--- src/rtl/sampq_pkg.sv ---
// Shared constants, FSM state type and CRC parameters for the sample stream reader.
// The CRC states exist only when SAMP_STREAM_READER_CRC_EN is defined.
package sampq_pkg;

    localparam logic [7:0]  SYNC_BYTE    = 8'h7E;
    localparam logic [15:0] CRC_POLY     = 16'h1021;
    localparam logic [15:0] CRC_INIT     = 16'hFFFF;
    localparam int unsigned SAMPLE_BYTES = 9;

`ifdef SAMP_STREAM_READER_CRC_EN
    typedef enum logic [2:0] {
        IDLE, SYNC, SEQ, LEN, PAYLOAD, CRC_LO, CRC_HI
    } state_e;
`else
    typedef enum logic [2:0] {
        IDLE, SYNC, SEQ, LEN, PAYLOAD
    } state_e;
`endif

endpackage

--- src/rtl/crc16_ccitt_byte.sv ---
// One-byte CRC-16/CCITT step (poly 0x1021, MSB-first), purely combinational.
// Instantiated by samp_stream_reader only when SAMP_STREAM_READER_CRC_EN is defined.
module crc16_ccitt_byte
    import sampq_pkg::*;
(
    input  logic [15:0] crc_in,
    input  logic [7:0]  data_in,
    output logic [15:0] crc_out
);

    logic [15:0] c;

    always_comb begin
        c = crc_in ^ {data_in, 8'h00};
        for (int unsigned i = 0; i < 8; i++) begin
            c = c[15] ? ((c << 1) ^ CRC_POLY) : (c << 1);
        end
        crc_out = c;
    end

endmodule

--- src/rtl/samp_stream_reader.sv ---
// Packetises bytes from the sample queue as 7E, SEQ, LEN, payload [, CRC_LO, CRC_HI].
// Optional CRC trailer is compiled in with SAMP_STREAM_READER_CRC_EN.
module samp_stream_reader
    import sampq_pkg::*;
#(
    parameter int unsigned MAX_PAYLOAD = 252
) (
    input  logic        clk,
    input  logic        rst_n,
    input  logic [7:0]  samp_stream_data,
    input  logic [9:0]  samp_stream_count,
    input  logic        samp_stream_avail,
    output logic        samp_stream_pull,
    output logic [7:0]  tx_data,
    output logic        tx_valid,
    input  logic        tx_ready,
    input  logic        enable,
    output logic [15:0] pkt_count
);

    if (((MAX_PAYLOAD % SAMPLE_BYTES) != 0) || (MAX_PAYLOAD > 255)) begin : g_bad_cfg
        $error("MAX_PAYLOAD must be a multiple of SAMPLE_BYTES and <= 255");
    end

    localparam logic [9:0] MAX_LEN = 10'(MAX_PAYLOAD);

    state_e      state_q, state_d;
    logic [7:0]  seq_q, seq_d;
    logic [7:0]  len_q, len_d;
    logic [7:0]  rem_q, rem_d;
    logic [15:0] pkt_count_q, pkt_count_d;
    logic [7:0]  len_new;
    logic        xfer;
    logic        trigger;
    logic        done;

    assign tx_valid  = (state_q != IDLE);
    assign xfer      = tx_valid && tx_ready;
    assign trigger   = enable && samp_stream_avail && (samp_stream_count != '0);
    assign len_new   = (samp_stream_count > MAX_LEN) ? MAX_LEN[7:0] : samp_stream_count[7:0];
    assign pkt_count = pkt_count_q;

`ifdef SAMP_STREAM_READER_CRC_EN
    logic [15:0] crc_q, crc_d, crc_next;

    crc16_ccitt_byte u_crc (
        .crc_in  (crc_q),
        .data_in (tx_data),
        .crc_out (crc_next)
    );
`endif

    always_comb begin
        tx_data          = '0;
        samp_stream_pull = 1'b0;
        case (state_q)
            SYNC:    tx_data = SYNC_BYTE;
            SEQ:     tx_data = seq_q;
            LEN:     tx_data = len_q;
            PAYLOAD: begin
                tx_data          = samp_stream_data;
                samp_stream_pull = tx_ready;
            end
`ifdef SAMP_STREAM_READER_CRC_EN
            CRC_LO:  tx_data = crc_q[7:0];
            CRC_HI:  tx_data = crc_q[15:8];
`endif
            default: tx_data = '0;
        endcase
    end

    always_comb begin
        state_d     = state_q;
        seq_d       = seq_q;
        len_d       = len_q;
        rem_d       = rem_q;
        pkt_count_d = pkt_count_q;
        done        = 1'b0;
`ifdef SAMP_STREAM_READER_CRC_EN
        crc_d       = crc_q;
`endif
        case (state_q)
            IDLE: begin
                if (trigger) begin
                    state_d = SYNC;
                    len_d   = len_new;
                    rem_d   = len_new;
`ifdef SAMP_STREAM_READER_CRC_EN
                    crc_d   = CRC_INIT;
`endif
                end
            end
            SYNC: if (xfer) state_d = SEQ;
            SEQ: if (xfer) begin
                state_d = LEN;
`ifdef SAMP_STREAM_READER_CRC_EN
                crc_d   = crc_next;
`endif
            end
            LEN: if (xfer) begin
                state_d = PAYLOAD;
`ifdef SAMP_STREAM_READER_CRC_EN
                crc_d   = crc_next;
`endif
            end
            PAYLOAD: if (xfer) begin
                rem_d = rem_q - 8'd1;
`ifdef SAMP_STREAM_READER_CRC_EN
                crc_d = crc_next;
                if (rem_q == 8'd1) state_d = CRC_LO;
`else
                if (rem_q == 8'd1) begin
                    state_d = IDLE;
                    done    = 1'b1;
                end
`endif
            end
`ifdef SAMP_STREAM_READER_CRC_EN
            CRC_LO: if (xfer) state_d = CRC_HI;
            CRC_HI: if (xfer) begin
                state_d = IDLE;
                done    = 1'b1;
            end
`endif
            default: state_d = IDLE;
        endcase
        // SEQ and pkt_count advance together on the final byte of a packet
        if (done) begin
            seq_d       = seq_q + 8'd1;
            pkt_count_d = pkt_count_q + 16'd1;
        end
    end

    always_ff @(posedge clk or negedge rst_n) begin
        if (!rst_n) begin
            state_q     <= IDLE;
            seq_q       <= '0;
            len_q       <= '0;
            rem_q       <= '0;
            pkt_count_q <= '0;
`ifdef SAMP_STREAM_READER_CRC_EN
            crc_q       <= CRC_INIT;
`endif
        end else begin
            state_q     <= state_d;
            seq_q       <= seq_d;
            len_q       <= len_d;
            rem_q       <= rem_d;
            pkt_count_q <= pkt_count_d;
`ifdef SAMP_STREAM_READER_CRC_EN
            crc_q       <= crc_d;
`endif
        end
    end

endmodule

--- config.mk ---
export PLATFORM = sky130hd
export DESIGN_NAME = samp_stream_reader
export DESIGN_NICKNAME = d
export VERILOG_FILES = /design/src/rtl/sampq_pkg.sv /design/src/rtl/crc16_ccitt_byte.sv /design/src/rtl/samp_stream_reader.sv
export SDC_FILE = /design/constraint.sdc
export NUM_CORES = 1
export LEC_CHECK = 0
export ABC_AREA = 1
export BUFFER_PORTS_ARGS = -buffer_cell sky130_fd_sc_hd__buf_2
export CAP_MARGIN = 10
export CORE_MARGIN = 4
export CORE_UTILIZATION = 61
export DETAILED_ROUTE_END_ITERATION = 8
export PLACE_DENSITY = 0.86
export SETUP_SLACK_MARGIN = 0.2
export SLEW_MARGIN = 20
export SYNTH_ARGS = -nofsm -noshare
export SYNTH_HDL_FRONTEND = slang
export SYNTH_SLANG_ARGS = --single-unit
--- constraint.sdc ---
create_clock -name clk -period 4.4 [get_ports clk]
set_input_delay 0.22 -clock clk [delete_from_list [all_inputs] [get_ports clk]]
set_output_delay 0.22 -clock clk [all_outputs]
set_load 0.01 [all_outputs]
Word level (Yosys, flattened, before mapping)
Cells that the tools add are included.
Widths: inputs -> output; s select.
{ "totals": {"output_inout_bits": 26, "ff_bits": 43, "input_bits": 23, "word_cells": 46} }
{ "op_classes": {"order_cmp": 1, "reduce_logical": 10, "addsub": 3, "eq_ne": 11, "mux": 16} }
{ "ops": {"columns": ["op", "count"], "rows": [
  ["$pmux 8 s4", 1],
  ["$mux 8", 3],
  ["$mux 3", 6],
  ["$add 16x1->16 const B", 1],
  ["$pmux 8 s2", 1],
  ["$pmux 3 s5", 1],
  ["$ne 2x2->1 const B", 6],
  ["$gt 10x8->1 const B", 1],
  ["$reduce_bool 10->1", 1],
  ["$add 8x1->8 const B", 1],
  ["$eq 8x1->1 const B", 1],
  ["$sub 8x1->8 const B", 1],
  ["$eq 3x2->1 const B", 2],
  ["$reduce_and 6->1", 1],
  ["$mux 1", 4],
  ["$eq 3x1->1 const B", 1],
  ["$eq 3x3->1 const B", 1],
  ["$logic_and 1x1->1", 3],
  ["$logic_not 3->1", 1],
  ["$reduce_and 3->1", 1],
  ["$reduce_bool 3->1", 1],
  ["$reduce_and 2->1", 1],
  ["$reduce_bool 2->1", 1]
]} }

Longest topological paths before layout
Gate-level depths: netlist (run 1).
{ "logic_depth": {"word_depth": 4, "depth_mapped": 10, "mapped_depth_nobuf": 10} }

Least setup slack after synthesis (run 1)
Ideal clock, no wire load.
{ "synth_path": {"path_type": "reg2reg", "start": "register rem_q[1]", "end": "register pkt_count_q[9] (netlist: pkt_count[9])", "required_time_ps": 4271, "slack_ps": 3008, "t_arrival_ps": 1263, "setup_time_ps": 129, "path_stages_with_launch": 9, "period_less_slack_ps": 1392, "path_cell_list": "dfrtp_1 > inv_1 > ha_1 > nand2_2 > nor2_8 > nand4_4 > clkinv_4 > buf_6 > o21ai_0"} }
{ "synth_via": {"elab_chain_len": 4} }
{ "synth_lines": {"columns": ["item", "line", "text"], "rows": [
  ["from (decl)", "samp_stream_reader.sv:30", "logic [7:0] rem_q, rem_d;"],
  ["from (signal assigned)", "samp_stream_reader.sv:148", "rem_q <= rem_d;"],
  ["$eq 8x1->1", "samp_stream_reader.sv:112", "if (rem_q == 8'd1) begin"],
  ["$mux 1", "samp_stream_reader.sv:112", null],
  ["$mux 1", "samp_stream_reader.sv:106", "PAYLOAD: if (xfer) begin"],
  ["$mux 1", "samp_stream_reader.sv:82", "case (state_q)"],
  ["to (signal assigned)", "samp_stream_reader.sv:149", "pkt_count_q <= pkt_count_d;"],
  ["to (decl)", "samp_stream_reader.sv:31", "logic [15:0] pkt_count_q, pkt_count_d;"]
]} }
Every way passes these cells.
A chain may end at the register's enable or synchronous reset.

Final worst setup path (run 1)
{ "layout_path": {"start": "register state_q[1]", "end": "output tx_data[7]"} }
{ "layout_via": {"elab_chain_len": 2, "word_cells_on_any_way": 5} }
{ "layout_lines": {"columns": ["item", "line", "text"], "rows": [
  ["from (decl)", "samp_stream_reader.sv:27", "state_e state_q, state_d;"],
  ["from (signal assigned)", "samp_stream_reader.sv:145", "state_q <= state_d;"],
  ["$eq 3x3->1, or another cell as far along", "samp_stream_reader.sv:56", "case (state_q)"],
  ["$pmux 8 s4 (*)", "samp_stream_reader.sv:56", null],
  ["to (decl)", "samp_stream_reader.sv:14", "output logic [7:0] tx_data,"]
]} }
Mark *: on every way between the ends. The rest lies on a longest branch, timed or not.

==> tab_implementation.tex, run 1 <==
\begin{tabular}{lr}
\hline
Metric & Value \\
\hline
\multicolumn{2}{l}{\textbf{Outcome}} \\
Outcome & complete, no violations \\
\multicolumn{2}{l}{\textbf{Logic synthesis}} \\
Share of cell area taken by muxes after synthesis & 0\% \\
Synthesized-area fraction occupied by and/or/nand/nor cells & 39.8\% \\
Combinational family with the most area after synthesis & simple AND/OR/NAND/NOR gates \\
Count of different cell masters after synthesis & 34 \\
Adder and majority gate portion of the synthesized area & 1.77\% \\
Post-synth net total & 424 \\
EDFF count, synth & 0 \\
Share of the synthesized area in the top cell type & 38.1\% \\
Syn Inst Count & 397 \\
Post-synthesis compound-gate area fraction & 6.68\% \\
Warnings from Yosys & 0 \\
Dominant synthesized flop cell & sky130\_fd\_sc\_hd\_\_dfrtp\_1 \\
Area share of xor/xnor cells in the synthesized design & 4.34\% \\
Sequential area share after synthesis & 38.1\% \\
Count of state elements after synthesis & 43 \\
Average cell area after synthesis & 7.12 um2 \\
Synth area leaders & sky130\_fd\_sc\_hd\_\_dfrtp\_1, sky130\_fd\_sc\_hd\_\_nand2\_1, sky130\_fd\_sc\_hd\_\_inv\_1, sky130\_fd\_sc\_hd\_\_nand3\_1, sky130\_fd\_sc\_hd\_\_nor2\_1 \\
Synthesized area & 2830 um2 \\
Share of synthesized flip-flops with an asynchronous set or reset & 100\% \\
Cell taking the most area after synthesis & sky130\_fd\_sc\_hd\_\_dfrtp\_1 \\
\multicolumn{2}{l}{\textbf{STA}} \\
Final critical path time including I/O delays and setup & 1.99 ns \\
Period utilisation layout & 45.2\% \\
Final setup violation count & 0 \\
Worst-margin pin slew & 0.929 ns \\
Largest clock skew in the final design & 0.00537 ns \\
Final number of hold-violating endpoints & 0 \\
Final setup TNS & 0 ns \\
RSZ-0062 raised after global routing & no \\
Maximum clock frequency & 0.502 GHz \\
Slew headroom & 38.1\% \\
Total count of max-transition violations in the final report & 0 \\
\multicolumn{2}{l}{\textbf{Floorplanning}} \\
Starting density of the core & 64.0\% \\
Total number of placement rows & 24 \\
Number of top-level pins & 49 \\
Core area & 4410 um2 \\
Height of the die & 76.1 um \\
Die footprint & 5790 um2 \\
Width of the chip & 76.1 um \\
\multicolumn{2}{l}{\textbf{GRT}} \\
Wire length of the first global-routing pass & 10.7 mm \\
Total routing resource utilization after global routing & 21.3\% \\
Largest net degree at the start of global routing & 44 \\
Antenna violations before repair & 0 \\
Met3 Resource Use GR & 4.02\% \\
Busiest metal layer after global routing & met2 \\
Number of global-route vias before repair & 2528 \\
Global routing usage on met1 & 26.4\% \\
Met2 track utilization from global routing & 37.0\% \\
Residual overflow from global routing & 0 \\
\multicolumn{2}{l}{\textbf{Finish}} \\
\# nets final & 474 \\
Layout cells sized above 1 & 17.9\% \\
Antenna Diode Count & 0 \\
Final Cell Area & 3170 um2 \\
Fin util & 71.8\% \\
Area added between synthesis and finish & 12.2\% \\
Highest-count cells in the layout ignoring fill and taps & sky130\_fd\_sc\_hd\_\_nand2\_1, sky130\_fd\_sc\_hd\_\_inv\_1, sky130\_fd\_sc\_hd\_\_buf\_2, sky130\_fd\_sc\_hd\_\_dfrtp\_1, sky130\_fd\_sc\_hd\_\_nor2\_1 \\
Fillers & 371 \\
Most common cell after layout, fill and taps aside & sky130\_fd\_sc\_hd\_\_nand2\_1 \\
\multicolumn{2}{l}{\textbf{Clock tree}} \\
Clock insertion delay at the later pin of the skew report & 0.29 ns \\
Clock Tree Buf Depth & 2 \\
Clock edge transition at the registers on the reported setup and hold paths & 0.08 ns \\
\# H-tree levels & 2 \\
Clock tree from TritonCTS & built \\
Number of buffers inserted by hold repair at cts & 0 \\
Post-CTS setup buffer count & 0 \\
Clock tree sinks & 43 \\
Num CTS Buffers & 5 \\
Post-cts gate resize count & 0 \\
CTS root buf & sky130\_fd\_sc\_hd\_\_clkbuf\_8 \\
\multicolumn{2}{l}{\textbf{Drt}} \\
Remaining number of nets flagged by the antenna check after routing & 0 \\
Via density & 5.30 \\
Average routed wire per standard cell & 11.9 um \\
Drt total wl & 5.97 mm \\
Number of vias after detailed routing & 2648 \\
Detailed-routing iteration count for the pre-antenna-repair pass & 4 \\
Final routed DRC violation total & 0 \\
Detailed router's first-iteration violation count & 181 \\
\multicolumn{2}{l}{\textbf{Critical path}} \\
Worst Path Max Fanout & 15 \\
Ordered cell list for the critical path & nor2\_4 > nand2\_4 > inv\_1 > nand2\_1 > o211ai\_1 > buf\_2 \\
Worst r2r path cells & 7 \\
CP max-delay cell & sky130\_fd\_sc\_hd\_\_dfrtp\_1 \\
Element type at the critical path start & flop \\
Delay of the slowest cell on the worst path & 0.45 ns \\
Endpoint class of the critical path & output pin \\
Data arrival, critical path & 1.77 ns \\
Data required time at the worst endpoint & 4.18 ns \\
Startpoint-to-endpoint class of the critical path & flop to output pin \\
\multicolumn{2}{l}{\textbf{Placed design}} \\
Total half-perimeter wirelength after legalization and detailed placement & 4.81 mm \\
Post-placement cell area & 3090 um2 \\
Port buffer count & 48 \\
Placer Congestion & 0.889 \\
\multicolumn{2}{l}{\textbf{Power}} \\
Standby leakage power & 1.79 nW \\
Max VDD drop & 0.000330 V \\
PD cells & 426 nW/um2 \\
\multicolumn{2}{l}{\textbf{Worst hold path}} \\
Class of the tightest hold or removal check & primary input to async pin \\
\multicolumn{2}{l}{\textbf{Flow run}} \\
Count of max-cap constraint violations & 0 \\
\hline
\end{tabular}
==> power by group <==
group	leakage, nW	internal [mW]	total (mW)	switching (mW)
Clock	0.0477	0.109	0.236	0.128
Combinational	1.22	0.205	0.545	0.340
Sequential	0.528	0.483	0.570	0.0877
==> final timing paths <==
| path | from | endpoint | slack, ns |
|---|---|---|---|
| setup / recovery | state_q[1] | tx_data[7] | 2.41 |
| hold / removal | rst_n | seq_q[4] | 0.07 |
| setup reg to reg | state_q[1] | rem_q[3] | 2.80 |
| hold reg to reg | len_q[4] | len_q[4] | 0.50 |
| max in group asynchronous | rst_n | rem_q[0] | 3.76 |
| min in group clk | samp_stream_count[1] | rem_q[1] | 0.30 |
==> flip-flops by register name, indices dropped and copies added (netlist names) <==
| register | count |
|---|---|
| len_q | 8 |
| seq_q | 8 |
| rem_q | 8 |
| state_q | 3 |
| pkt_count | 16 |
==> synth_stat cells, types with 2 or more instances <==
| cell | instances |
|---|---|
| sky130_fd_sc_hd__nor2_8 | 2 |
| sky130_fd_sc_hd__o211ai_1 | 5 |
| sky130_fd_sc_hd__o21ai_0 | 16 |
| sky130_fd_sc_hd__xnor2_1 | 4 |
| sky130_fd_sc_hd__buf_4 | 3 |
| sky130_fd_sc_hd__inv_1 | 52 |
| sky130_fd_sc_hd__dfrtp_1 | 43 |
| sky130_fd_sc_hd__a21oi_1 | 4 |
| sky130_fd_sc_hd__buf_6 | 2 |
| sky130_fd_sc_hd__nor3_1 | 5 |
| sky130_fd_sc_hd__nand2_1 | 145 |
| sky130_fd_sc_hd__nor2_2 | 5 |
| sky130_fd_sc_hd__nand2_2 | 3 |
| sky130_fd_sc_hd__o21ai_1 | 5 |
| sky130_fd_sc_hd__nor2_1 | 32 |
| sky130_fd_sc_hd__nor2_4 | 3 |
| sky130_fd_sc_hd__nand2_4 | 2 |
| sky130_fd_sc_hd__inv_2 | 2 |
| sky130_fd_sc_hd__xor2_1 | 10 |
| sky130_fd_sc_hd__nand4_1 | 8 |
| sky130_fd_sc_hd__ha_1 | 4 |
| sky130_fd_sc_hd__nand3_1 | 30 |
==> cell families (layout without fill, tap and decap cells) <==
kind of cell	after synthesis	after routing
xor+xnor	14	14
fa+ha+maj	4	4
compound gates	33	33
buf+inv	61	112
flops	43	43
simple gates	242	242
==> worst max-delay path, delay by kind of cell, from the launching register on <==
kind / cells / cell delay, ns
compound gates: 1 / 0.10
buf+inv: 2 / 0.50
flops: 1 / 0.45
simple gates: 3 / 0.44
==> metal layers <==
metal  vias to the layer above  wire [um]
li1                       1344          -
met1                      1217       2540
met2                        75       3030
met3                        12        310
met4                         0         94
met5                         -          0
==> metrics by stage <==
| step | setup WS (ns) | power [mW] | instances | hold slack [ns] |
|---|---|---|---|---|
| after global routing | 2.21 | 1.48 | 500 | 0.129 |
| after CTS | 2.39 | 1.36 | 500 | 0.103 |
| final | 2.41 | 1.35 | 500 | 0.0666 |
| after global placement | 2.76 | 1.10 | 492 | 0.406 |
| after detailed placement | 2.71 | 1.13 | 492 | 0.419 |
| after floorplan | 3.01 | 0.962 | 397 | -0.0756 |
==> final cells by class <==
cell class	count	area, um2	share of cell area (%)
Timing Repair Buffer	48	240	7.58
Inverter	56	220	6.95
Sequential cell	43	1080	33.9
Clock inverter	3	15.0	0.474
Tap cell	52	65.1	2.05
Multi-Input combinational cell	293	1490	46.8
Clock buffer	5	68.8	2.17
(Power assumes the default switching activity.)
==> run 2: changes to the inputs <==
Settings changed: ABC_AREA 1 to 0, CORE_UTILIZATION 61 to 49, PLACE_DENSITY 0.86 to 0.75.
Clock period 4.4 ns to 1.7 ns, I/O delays scaled along.
==> tab_implementation.tex, run 2 <==
\begin{tabular}{lr}
\hline
Metric & Value \\
\hline
\multicolumn{2}{l}{\textbf{Flow run}} \\
Count of max-cap constraint violations & 0 (unchanged) \\
\multicolumn{2}{l}{\textbf{Power}} \\
Psw & 1.70 mW (was 556 uW) \\
Switching share of total power & 36.3\% (was 41.1\%) \\
Internal power consumption & 2.98 mW (was 796 uW) \\
Clock network fraction of total power & 15.4\% (was 17.5\%) \\
Total power draw & 4.67 mW (was 1.35 mW) \\
Max VDD drop & 0.000745 V (was 0.000330 V) \\
Relative contribution of sequential cells to total power & 29.9\% (was 42.2\%) \\
Standby leakage power & 1.77 nW (was 1.79 nW) \\
Power share of the combinational group & 54.7\% (was 40.3\%) \\
PD cells & 1260 nW/um2 (was 426 nW/um2) \\
\multicolumn{2}{l}{\textbf{Logic synthesis}} \\
Post-synthesis compound-gate area fraction & 12.2\% (was 6.68\%) \\
Synth area leaders & sky130\_fd\_sc\_hd\_\_dfrtp\_1, sky130\_fd\_sc\_hd\_\_xnor2\_1, sky130\_fd\_sc\_hd\_\_mux2\_2, sky130\_fd\_sc\_hd\_\_nand2\_1, sky130\_fd\_sc\_hd\_\_o21ai\_0 (was sky130\_fd\_sc\_hd\_\_dfrtp\_1, sky130\_fd\_sc\_hd\_\_nand2\_1, sky130\_fd\_sc\_hd\_\_inv\_1, sky130\_fd\_sc\_hd\_\_nand3\_1, sky130\_fd\_sc\_hd\_\_nor2\_1) \\
Syn Inst Count & 236 (was 397) \\
Synthesized area & 2380 um2 (was 2830 um2) \\
Share of synthesized flip-flops with an asynchronous set or reset & 100\% (unchanged) \\
Most frequent cells after synthesis & sky130\_fd\_sc\_hd\_\_dfrtp\_1, sky130\_fd\_sc\_hd\_\_nand2\_1, sky130\_fd\_sc\_hd\_\_xnor2\_1 (was sky130\_fd\_sc\_hd\_\_nand2\_1, sky130\_fd\_sc\_hd\_\_inv\_1, sky130\_fd\_sc\_hd\_\_dfrtp\_1) \\
Post-synth net total & 263 (was 424) \\
Count of different cell masters after synthesis & 48 (was 34) \\
Area share of xor/xnor cells in the synthesized design & 8.48\% (was 4.34\%) \\
Cell taking the most area after synthesis & sky130\_fd\_sc\_hd\_\_dfrtp\_1 (unchanged) \\
Share of cell area taken by muxes after synthesis & 3.74\% (was 0\%) \\
EDFF count, synth & 0 (unchanged) \\
Average cell area after synthesis & 10.1 um2 (was 7.12 um2) \\
Dominant synthesized flop cell & sky130\_fd\_sc\_hd\_\_dfrtp\_1 (unchanged) \\
Share of the synthesized area in the top cell type & 45.3\% (was 38.1\%) \\
Sequential area share after synthesis & 45.3\% (was 38.1\%) \\
Adder and majority gate portion of the synthesized area & 2.11\% (was 1.77\%) \\
Cell with the most instances after synthesis & sky130\_fd\_sc\_hd\_\_dfrtp\_1 (was sky130\_fd\_sc\_hd\_\_nand2\_1) \\
Count of state elements after synthesis & 43 (unchanged) \\
Warnings from Yosys & 0 (unchanged) \\
Combinational family with the most area after synthesis & simple AND/OR/NAND/NOR gates (unchanged) \\
Synthesized-area fraction occupied by and/or/nand/nor cells & 25.3\% (was 39.8\%) \\
\multicolumn{2}{l}{\textbf{STA}} \\
Slew headroom & 45.4\% (was 38.1\%) \\
Period utilisation layout & 117\% \\
RSZ-0062 raised after global routing & yes (was no) \\
Total count of max-transition violations in the final report & 0 (unchanged) \\
Worst hold margin & 0.0871 ns (was 0.0666 ns) \\
Largest clock skew in the final design & 0.00399 ns (was 0.00537 ns) \\
Final number of hold-violating endpoints & 0 (unchanged) \\
Final setup violation count & 40 (was 0) \\
Final WS setup & -0.282 ns (was 2.41 ns) \\
Final critical path time including I/O delays and setup & 1.98 ns \\
Maximum clock frequency & 0.505 GHz \\
Worst-margin pin slew & 0.810 ns (was 0.929 ns) \\
\multicolumn{2}{l}{\textbf{Clock tree}} \\
Clock insertion delay at the later pin of the skew report & 0.30 ns (was 0.29 ns) \\
\# H-tree levels & 2 (unchanged) \\
Clock tree from TritonCTS & built (unchanged) \\
CTS root buf & sky130\_fd\_sc\_hd\_\_clkbuf\_8 (unchanged) \\
Clock Tree Buf Depth & 2 (unchanged) \\
Clock tree sinks & 43 (unchanged) \\
Clock edge transition at the registers on the reported setup and hold paths & 0.08 ns (about the same) \\
Num CTS Buffers & 5 (unchanged) \\
\multicolumn{2}{l}{\textbf{Critical path}} \\
Element type at the critical path start & flop (unchanged) \\
Endpoint class of the critical path & flop (was output pin) \\
Startpoint-to-endpoint class of the critical path & flop to flop (was flop to output pin) \\
Worst Path Max Fanout & 6 (was 15) \\
Data required time at the worst endpoint & 1.88 ns (was 4.18 ns) \\
Data arrival, critical path & 2.16 ns (was 1.77 ns) \\
\multicolumn{2}{l}{\textbf{Finish}} \\
Area added between synthesis and finish & 56.3\% (was 12.2\%) \\
\# nets final & 367 (was 474) \\
Number of flip-flops under the largest register name & 16 (unchanged) \\
Sequential cell area in the final layout & 1080 um2 (unchanged) \\
Antenna Diode Count & 0 (unchanged) \\
Multi-input logic area & 1580 um2 (was 1490 um2) \\
Most common cell after layout, fill and taps aside & sky130\_fd\_sc\_hd\_\_buf\_2 (was sky130\_fd\_sc\_hd\_\_nand2\_1) \\
Layout cells sized above 1 & 52.2\% (was 17.9\%) \\
Fillers & 269 (was 371) \\
Highest-count cells in the layout ignoring fill and taps & sky130\_fd\_sc\_hd\_\_buf\_2, sky130\_fd\_sc\_hd\_\_dfrtp\_1, sky130\_fd\_sc\_hd\_\_buf\_4, sky130\_fd\_sc\_hd\_\_buf\_6, sky130\_fd\_sc\_hd\_\_xnor2\_1 (was sky130\_fd\_sc\_hd\_\_nand2\_1, sky130\_fd\_sc\_hd\_\_inv\_1, sky130\_fd\_sc\_hd\_\_buf\_2, sky130\_fd\_sc\_hd\_\_dfrtp\_1, sky130\_fd\_sc\_hd\_\_nor2\_1) \\
\multicolumn{2}{l}{\textbf{Floorplanning}} \\
Starting density of the core & 50.3\% (was 64.0\%) \\
Number of top-level pins & 49 (unchanged) \\
Height of the die & 77.6 um (was 76.1 um) \\
Die footprint & 6030 um2 (was 5790 um2) \\
Core area & 4720 um2 (was 4410 um2) \\
Width of the chip & 77.6 um (was 76.1 um) \\
Total number of placement rows & 25 (was 24) \\
\multicolumn{2}{l}{\textbf{Worst hold path}} \\
Class of the tightest hold or removal check & primary input to flop (was primary input to async pin) \\
\multicolumn{2}{l}{\textbf{Placed design}} \\
Total half-perimeter wirelength after legalization and detailed placement & 4.22 mm (was 4.81 mm) \\
Port buffer count & 48 (unchanged) \\
Placer Congestion & 0.870 (was 0.889) \\
\multicolumn{2}{l}{\textbf{GRT}} \\
Number of global-route vias before repair & 2262 (was 2528) \\
Largest net degree at the start of global routing & 44 (unchanged) \\
Residual overflow from global routing & 0 (unchanged) \\
Total routing resource utilization after global routing & 23.3\% (was 21.3\%) \\
Wire length of the first global-routing pass & 11.1 mm (was 10.7 mm) \\
Antenna violations before repair & 0 (unchanged) \\
\multicolumn{2}{l}{\textbf{Drt}} \\
Remaining number of nets flagged by the antenna check after routing & 0 (unchanged) \\
Via density & 5.84 (was 5.30) \\
Number of vias after detailed routing & 2384 (was 2648) \\
Detailed router's first-iteration violation count & 184 (was 181) \\
Final routed DRC violation total & 0 (unchanged) \\
Average routed wire per standard cell & 19.0 um (was 11.9 um) \\
Drt total wl & 7.74 mm (was 5.97 mm) \\
Detailed-routing iteration count for the pre-antenna-repair pass & 4 (unchanged) \\
\multicolumn{2}{l}{\textbf{Outcome}} \\
Outcome & finished, violations left (was complete, no violations) \\
Violated checks & setup timing \\
\hline
\end{tabular}
run 2: critical path, stage by stage (launching register included):
cell                      delay (ns)
sky130_fd_sc_hd__dfrtp_1        0.42
sky130_fd_sc_hd__inv_2          0.10
sky130_fd_sc_hd__ha_4           0.13
sky130_fd_sc_hd__or4b_4         0.53
sky130_fd_sc_hd__nor4_4         0.19
sky130_fd_sc_hd__buf_6          0.20
sky130_fd_sc_hd__nand4_1        0.12
sky130_fd_sc_hd__xnor2_1        0.16
run 2: logic make-up after synthesis:
kind of cell	after synthesis
AND/OR/NAND/NOR	98
AO/OA/AOI/OAI	43
flip-flops	43
XOR/XNOR	23
buffers and inverters	17
multiplexers	8
adder cells (fa/ha/maj)	4
run 2: area by class of cell:
type                            count  share of cell area, %
Clock buffer                        8                   2.69
Multi-Input combinational cell    176                   42.5
Tap cell                           67                   2.26
Timing Repair Buffer              107                   22.7
Inverter                            7                  0.909
Sequential cell                    43                   29.0
run 2: repair_timing:
action	4_1_cts	5_1_grt
pin swaps	31	16
setup endpoints to repair	50	52
endpoints found under the hold margin	43	0
gates resized for setup	86	26
setup buffers	13	6
gates cloned	0	1
hold buffers	1	0
run 2: power groups by stage:
stage | Sequential [mW] | Combinational (mW) | Clock (mW)
floorplan | 1.39 | 0.836 | 0
global placement | 1.36 | 1.58 | 0
detailed placement | 1.37 | 1.62 | 0
CTS | 1.37 | 2.13 | 0.727
global route | 1.42 | 2.70 | 0.781
finish | 1.40 | 2.56 | 0.718
run 2: final timing paths:
path | start | end | slack (ns) | cells after the start
max in group asynchronous | rst_n | pkt_count[5] | 1.22 | 3
hold / removal | tx_ready | state_q[0] | 0.09 | 2
setup / recovery | rem_q[1] | pkt_count[6] | -0.28 | 7
min in group asynchronous | rst_n | pkt_count[13] | 0.28 | 3
hold reg to reg | pkt_count[15] | pkt_count[15] | 0.47 | 1
setup reg to reg | rem_q[1] | pkt_count[6] | -0.28 | 7
run 2: metrics by stage:
stage | setup WS (ns) | TNS, ns | cell area [um2] | utilization [%] | instances
2_1_floorplan | -0.142 | -1.34 | 2430 | - | 236
3_3_place_gp | -0.106 | -1.19 | 3010 | 63.8 | 379
3_5_place_dp | -0.173 | -2.49 | 3010 | 63.8 | 379
4_1_cts | -0.173 | -2.75 | 3520 | 74.6 | 401
5_1_grt | -0.347 | -8.28 | 3710 | 78.6 | 408
6_report | -0.282 | -6.33 | 3710 | 78.6 | 408
run 2: routing by layer:
layer	vias to the layer above	GRT usage, %	wire length (um)
met2	98	38.4	3790
met5	-	0	0
li1	1069	-	-
met4	0	8.01	302
met3	33	4.87	454
met1	1184	30.2	3190
